[src/rtl/serial_digit_adder.sv]
// Digit-serial adder: adds A+B+Cin DIGIT bits per clock through one slice and a registered carry.
// Define SERIAL_ADDER_OVERFLOW_EN to add the registered signed-overflow output V.
module serial_digit_adder #(
  parameter int WIDTH = 16,
  parameter int DIGIT = 4
) (
  input  logic             clk,
  input  logic             rst_n,
  input  logic             start,
  input  logic [WIDTH-1:0] A,
  input  logic [WIDTH-1:0] B,
  input  logic             Cin,
  output logic             busy,
  output logic             done,
  output logic [WIDTH-1:0] Sum,
  output logic             Cout
`ifdef SERIAL_ADDER_OVERFLOW_EN
  ,
  output logic             V
`endif
);

  // state | meaning
  // IDLE  | waiting for start, Sum/Cout hold last result
  // RUN   | one digit slice added per clock
  localparam int NSTEP = WIDTH / DIGIT;
  localparam int CW    = (NSTEP > 1) ? $clog2(NSTEP) : 1;

  typedef enum logic {IDLE, RUN} state_t;

  state_t           state;
  logic [WIDTH-1:0] a_sh;
  logic [WIDTH-1:0] b_sh;
  logic [WIDTH-1:0] acc;
  logic             carry;
  logic [CW-1:0]    cnt;

  logic [DIGIT:0]   slice;
  logic [WIDTH-1:0] dig_w;
  logic [WIDTH-1:0] acc_next;

  assign slice    = {1'b0, a_sh[DIGIT-1:0]} + {1'b0, b_sh[DIGIT-1:0]} + {{DIGIT{1'b0}}, carry};
  assign dig_w    = WIDTH'(slice[DIGIT-1:0]);
  // New digit enters from the MSB end so after NSTEP shifts the LSB digit sits at bit 0.
  assign acc_next = (acc >> DIGIT) | (dig_w << (WIDTH - DIGIT));

`ifdef SERIAL_ADDER_OVERFLOW_EN
  logic v_next;
  // Carry into the MSB is recovered as a^b^sum of that bit, avoiding a split slice.
  assign v_next = a_sh[DIGIT-1] ^ b_sh[DIGIT-1] ^ slice[DIGIT-1] ^ slice[DIGIT];
`endif

  always_ff @(posedge clk or negedge rst_n) begin
    if (!rst_n) begin
      state <= IDLE;
      busy  <= 1'b0;
      done  <= 1'b0;
      Sum   <= '0;
      Cout  <= 1'b0;
      a_sh  <= '0;
      b_sh  <= '0;
      acc   <= '0;
      carry <= 1'b0;
      cnt   <= '0;
`ifdef SERIAL_ADDER_OVERFLOW_EN
      V     <= 1'b0;
`endif
    end else begin
      done <= 1'b0;
      case (state)
        IDLE: begin
          if (start) begin
            a_sh  <= A;
            b_sh  <= B;
            carry <= Cin;
            acc   <= '0;
            cnt   <= '0;
            busy  <= 1'b1;
            state <= RUN;
          end
        end
        RUN: begin
          a_sh  <= a_sh >> DIGIT;
          b_sh  <= b_sh >> DIGIT;
          acc   <= acc_next;
          carry <= slice[DIGIT];
          cnt   <= cnt + 1'b1;
          if (cnt == CW'(NSTEP - 1)) begin
            Sum   <= acc_next;
            Cout  <= slice[DIGIT];
`ifdef SERIAL_ADDER_OVERFLOW_EN
            V     <= v_next;
`endif
            done  <= 1'b1;
            busy  <= 1'b0;
            state <= IDLE;
          end
        end
        default: state <= IDLE;
      endcase
    end
  end

endmodule

[config.mk]
export PLATFORM = sky130hd
export DESIGN_NAME = serial_digit_adder
export DESIGN_NICKNAME = d
export VERILOG_FILES = /design/src/rtl/serial_digit_adder.sv
export SDC_FILE = /design/constraint.sdc
export NUM_CORES = 1
export LEC_CHECK = 0
export ABC_AREA = 0
export CAP_MARGIN = 20
export CORE_MARGIN = 2
export CORE_UTILIZATION = 30
export CTS_CLUSTER_DIAMETER = 100
export DETAILED_ROUTE_END_ITERATION = 7
export PLACE_DENSITY = 0.53
export SLEW_MARGIN = 10
export SYNTH_ARGS = -nofsm -noshare
export SYNTH_HDL_FRONTEND = slang
export SYNTH_SLANG_ARGS = --single-unit
export TNS_END_PERCENT = 10
[constraint.sdc]
create_clock -name clk -period 2.42 [get_ports clk]
set_input_delay 0.363 -clock clk [delete_from_list [all_inputs] [get_ports clk]]
set_output_delay 0.363 -clock clk [all_outputs]
set_load 0.05 [all_outputs]
# --- Word level (Yosys, flattened, before mapping) ---
# Cells that the tools add are included.
classes:
  addsub: 3
  n_mul: 0
  div_mod_pow: 0
  magnitude_cmp: 0
  eq_ne: 3
  shifts: 0
  mux: 18
  n_bitwise: 2
  reduce_logical: 2
op_table:
  columns: ["cell", "n"]
  rows:
  - ["16-bit case mux with 2 select lines", 3]
  - ["16-bit two-way mux", 3]
  - ["12-bit by 16-bit OR with 16-bit output", 1]
  - ["1-bit two-way mux", 7]
  - ["1-bit case mux with 2 select lines", 3]
  - ["4-bit by 4-bit adder with 5-bit output", 1]
  - ["5-bit by 1-bit adder with 5-bit output", 1]
  - ["2-bit case mux with 2 select lines", 1]
  - ["2-bit AND reduction", 2]
  - ["2-bit by 1-bit adder with 2-bit output (second input constant)", 1]
  - ["2-bit == test (second input constant)", 1]
  - ["2-bit two-way mux", 1]
  - ["2-bit by 1-bit != test with 1-bit output (second input constant)", 1]
  - ["2-bit != test (second input constant)", 1]
  - ["1-bit NOT", 1]
totals:
  reg_bits: 71
  latch_bits: 0
  ram_bits: 0
  rom_bits: 0
  input_bits: 36
  out_inout_bits: 19
  wordCells: 38
  n_memories: 0

# --- Longest topological paths before layout ---
depth:
  word_depth: 4
  ltp_mapped: 5

# --- Worst setup path before layout ---
# No wires, ideal clock.
synth_path:
  kind: "register to register"
  start: "register a_sh[0]"
  end: "register carry"
  setup_time_ps: 137
  arrival_ps: 1628
  t_required_ps: 2283
  setup_slack_ps: 654
  stages_incl_launch_ff: 6
  n_path_buf: 0
  cell_sequence: "dfrtp_1 -> fa_1 -> fa_1 -> a21o_1 -> a21oi_1 -> a21oi_1"
synth_via:
  elab_chain_len: 3
synth_rtl:
  columns: ["element", "line", "source"]
  rows:
  - ["from (decl)", "32", "logic [WIDTH-1:0] a_sh;"]
  - ["from (signal assigned)", "83", "a_sh <= a_sh >> DIGIT;"]
  - ["4-bit by 4-bit adder with 5-bit output", "42", "assign slice = {1'b0, a_sh[DIGIT-1:0]} + {1'b0, b_sh[DIGIT-1:0]} + {{DIGIT{1'b0}}, carry};"]
  - ["5-bit by 1-bit adder with 5-bit output", "42", null]
  - ["1-bit case mux with 2 select lines", "70", "case (state)"]
  - ["to (signal assigned)", "75", "carry <= Cin;"]
  - ["to (signal assigned)", "86", "carry <= slice[DIGIT];"]
  - ["to (decl)", "35", "logic carry;"]
# Every way passes these cells.
# A chain may end at the register's enable or synchronous reset.

# --- Worst setup path after layout ---
layout_path:
  start: "register Sum[14]"
  end: "output port Sum[14]"
layout_lines:
  columns: ["element", "line", "source"]
  rows:
  - ["from (decl)", "15", "output logic [WIDTH-1:0] Sum,"]
  - ["from (signal assigned)", "89", "Sum <= acc_next;"]
# No word-level cell between the ends.

==> qor.csv <==
metric,value,unit
Post-DP HPWL,4060,um
syn_area_per_cell,11.7,um^2
H-tree depth,3,
design area,3760,um^2
leading area contributor after synthesis,dfrtp_1,
CP max FO,2,
hold crit path type,input pin to async pin,
"Reg clk slew, reported paths",70,ps
initial core utilization,30.4,%
Final min period,1890,ps
maximum buffer depth of the clock tree,2,
most instantiated cells after synthesis,"dfrtp_1, nand2_1, mux2i_1",
root buffer cell,clkbuf_8,
cell count after synthesis,250,
Post-Place Cell Area,3600,um^2
initial drt markers,95,
DRT antenna net count,0,
largest net degree at the start of global routing,47,
"Primary FF master, synth",dfrtp_1,
leak pwr,1.73,nW
Setup Viol. Count Final,0,
Total Wirelength,5820,um
Bufs and invs on worst path,1,
I/O pins,55,
DR vias/cell,4.37,
CTS tree,done,
Vias,1938,
final hold viol count,0,
post-synth top area share,57.4,%
Die ar.,10500,um^2
Slowest cell on crit path,clkdlybuf4s50_1,
"Seq/Total Area, Yosys",57.4,%
number of CTS-inserted buffers,9,
RSZ-0062 raised after global routing,no,
number of max-cap violations,0,
Filler Cells Inserted,967,
Critical Path Start,Sum[14]$_DFFE_PN0P_,
DRC viols,0,
fin crit share,78.1,%
top-count cell post-synth,dfrtp_1,
status,"finished, final reports clean",
Yosys cell types,28,
drt pass-1 iters,4,
launching point of the worst reg2reg path,a_sh[0]$_DFFE_PN0P_,
vias in the first global route,1972,
Die Ht,103,um
Clock Skew,10.4,ps
crit path DAT,1530,ps
Sum Neg Setup Slack,0,ps
syn_nets,292,
"Cell Chain, Critical Path",clkdlybuf4s50_1,
GRT overflow,0,
first-pass GRT wire length,9960,um
Synth area leaders,"dfrtp_1, mux2i_1, mux2_2",
Worst Setup End Kind,primary output,
P per Cell Area,1210,nW/um^2
maximum clock rate,529,MHz
Startpoint Class,flop,
CTS Sinks,67,
"slowest stage delay, CP",820,ps
Seq cells post-synth,67,
share of cells above drive strength 1,12.3,%
Crit path max-delay family,buffers and inverters,
critical path required time,2060,ps
mapped cell area,2920,um^2
number of flops mapped to enable cells by yosys,0,
RD Place Congestion,0.693,
aggregate global-route resource usage,12.6,%
fraction of registers with async set/reset,100,%
Worst-Margin Slew,595,ps
Ys Warns,0,
num rows,36,
final net count,348,
DIE WIDTH,103,um
"Worst Path Class, Setup",flop to primary output,
diodes inserted,0,
P&R area growth vs syn,28.8,%
Worst-Skew Late Latency,340,ps
Max-slew headroom,60.2,%
initial antenna violation count,0,
core area,9590,um^2
routed length per instance,13.1,um
PortBufs,54,
Slew Limit Fails,0,
worst vdd ir,368,uV
sequential cells by signal, indices dropped and copies added, names as in the netlist, 2 cells and up:
name / count
cnt: 2
Sum: 16
acc: 12
a_sh: 16
b_sh: 16
metal layers:
metal	global-route usage, %	share of wire (%)	wire [um]	up-vias
met5	0	0	0	-
met1	16.2	47	2740	900
li1	-	-	-	981
met4	3.69	1.2	68	0
met2	19.5	46	2690	49
met3	5.22	5.5	319	8
placed cells by master (no fill, tap or decap), types with 2 or more instances in the layout:
cell / synthesis / final
dfrtp_1: 67 / 66
clkdlybuf4s50_1: 0 / 52
mux2i_1: 33 / 33
nand3b_1: 3 / 3
nand2_1: 34 / 34
inv_1: 3 / 3
buf_2: 9 / 2
mux2_2: 16 / 16
clkbuf_8: 0 / 9
o21ai_0: 32 / 32
nor2_1: 12 / 12
nand2b_1: 8 / 8
clkinv_2: 0 / 4
buf_4: 1 / 5
fa_1: 2 / 2
and4b_1: 2 / 2
a21oi_1: 3 / 3
a22o_1: 5 / 5
ha_1: 4 / 4
clkbuf_1: 4 / 2
through the flow:
step           power [mW]  hold slack, ps  std cells  setup slack [ps]  util, %
2_1_floorplan        3.23            67.4        250               654        -
3_3_place_gp         3.82             197        427               569     37.5
3_5_place_dp         3.86             202        427               524     37.5
4_1_cts              4.64             366        443               498     39.2
5_1_grt              4.94             387        443               414     39.2
6_report             4.56             387        443               531     39.2
kinds of logic after synthesis:
logic type | count (synthesis) | share of synthesized area (%)
simple gates | 62 | 9.68
compound gates | 46 | 9.08
xor+xnor | 1 | 0.300
fa+ha+maj | 6 | 3.08
mux | 49 | 17.5
buf+inv | 19 | 2.96
flops | 67 | 57.4
report_power, final:
part | leakage (nW) | internal [mW] | switching (mW) | total, mW
Sequential | 0.869 | 1.56 | 0.290 | 1.85
Combinational | 0.777 | 0.833 | 1.12 | 1.95
Clock | 0.0827 | 0.359 | 0.395 | 0.754
Total | 1.73 | 2.76 | 1.80 | 4.56
worst paths after layout:
check	to	depth (start not counted)	slack [ps]
worst max-delay path	Sum[14]	1	530
max in group asynchronous	b_sh[4]$_DFFE_PN0P_	3	1330
worst min-delay path	Sum[5]$_DFFE_PN0P_	2	390
worst min register to register	b_sh[6]$_DFFE_PN0P_	2	480
min in group clk	b_sh[6]$_DFFE_PN0P_	2	480
worst max register to register	carry$_DFFE_PN0P_	5	540
repair_timing:
item / in CTS / in global routing
gates resized for setup: 0 / 0
endpoints found under the hold margin: 5 / 0
endpoints found under the setup margin: 0 / 0
setup buffers: 0 / 0
hold buffers: 1 / 0
final cells by class:
class / instances / area [um^2] / share of cell area (%)
multi-input cells: 164 / 1160 / 30.8
clock buffers: 11 / 131 / 3.49
flip-flops and latches: 67 / 1680 / 44.6
inverters: 3 / 11.3 / 0.299
well taps: 133 / 166 / 4.42
clock inverters: 4 / 20.0 / 0.532
repair buffers: 61 / 598 / 15.9
(Power assumes the default switching activity.)
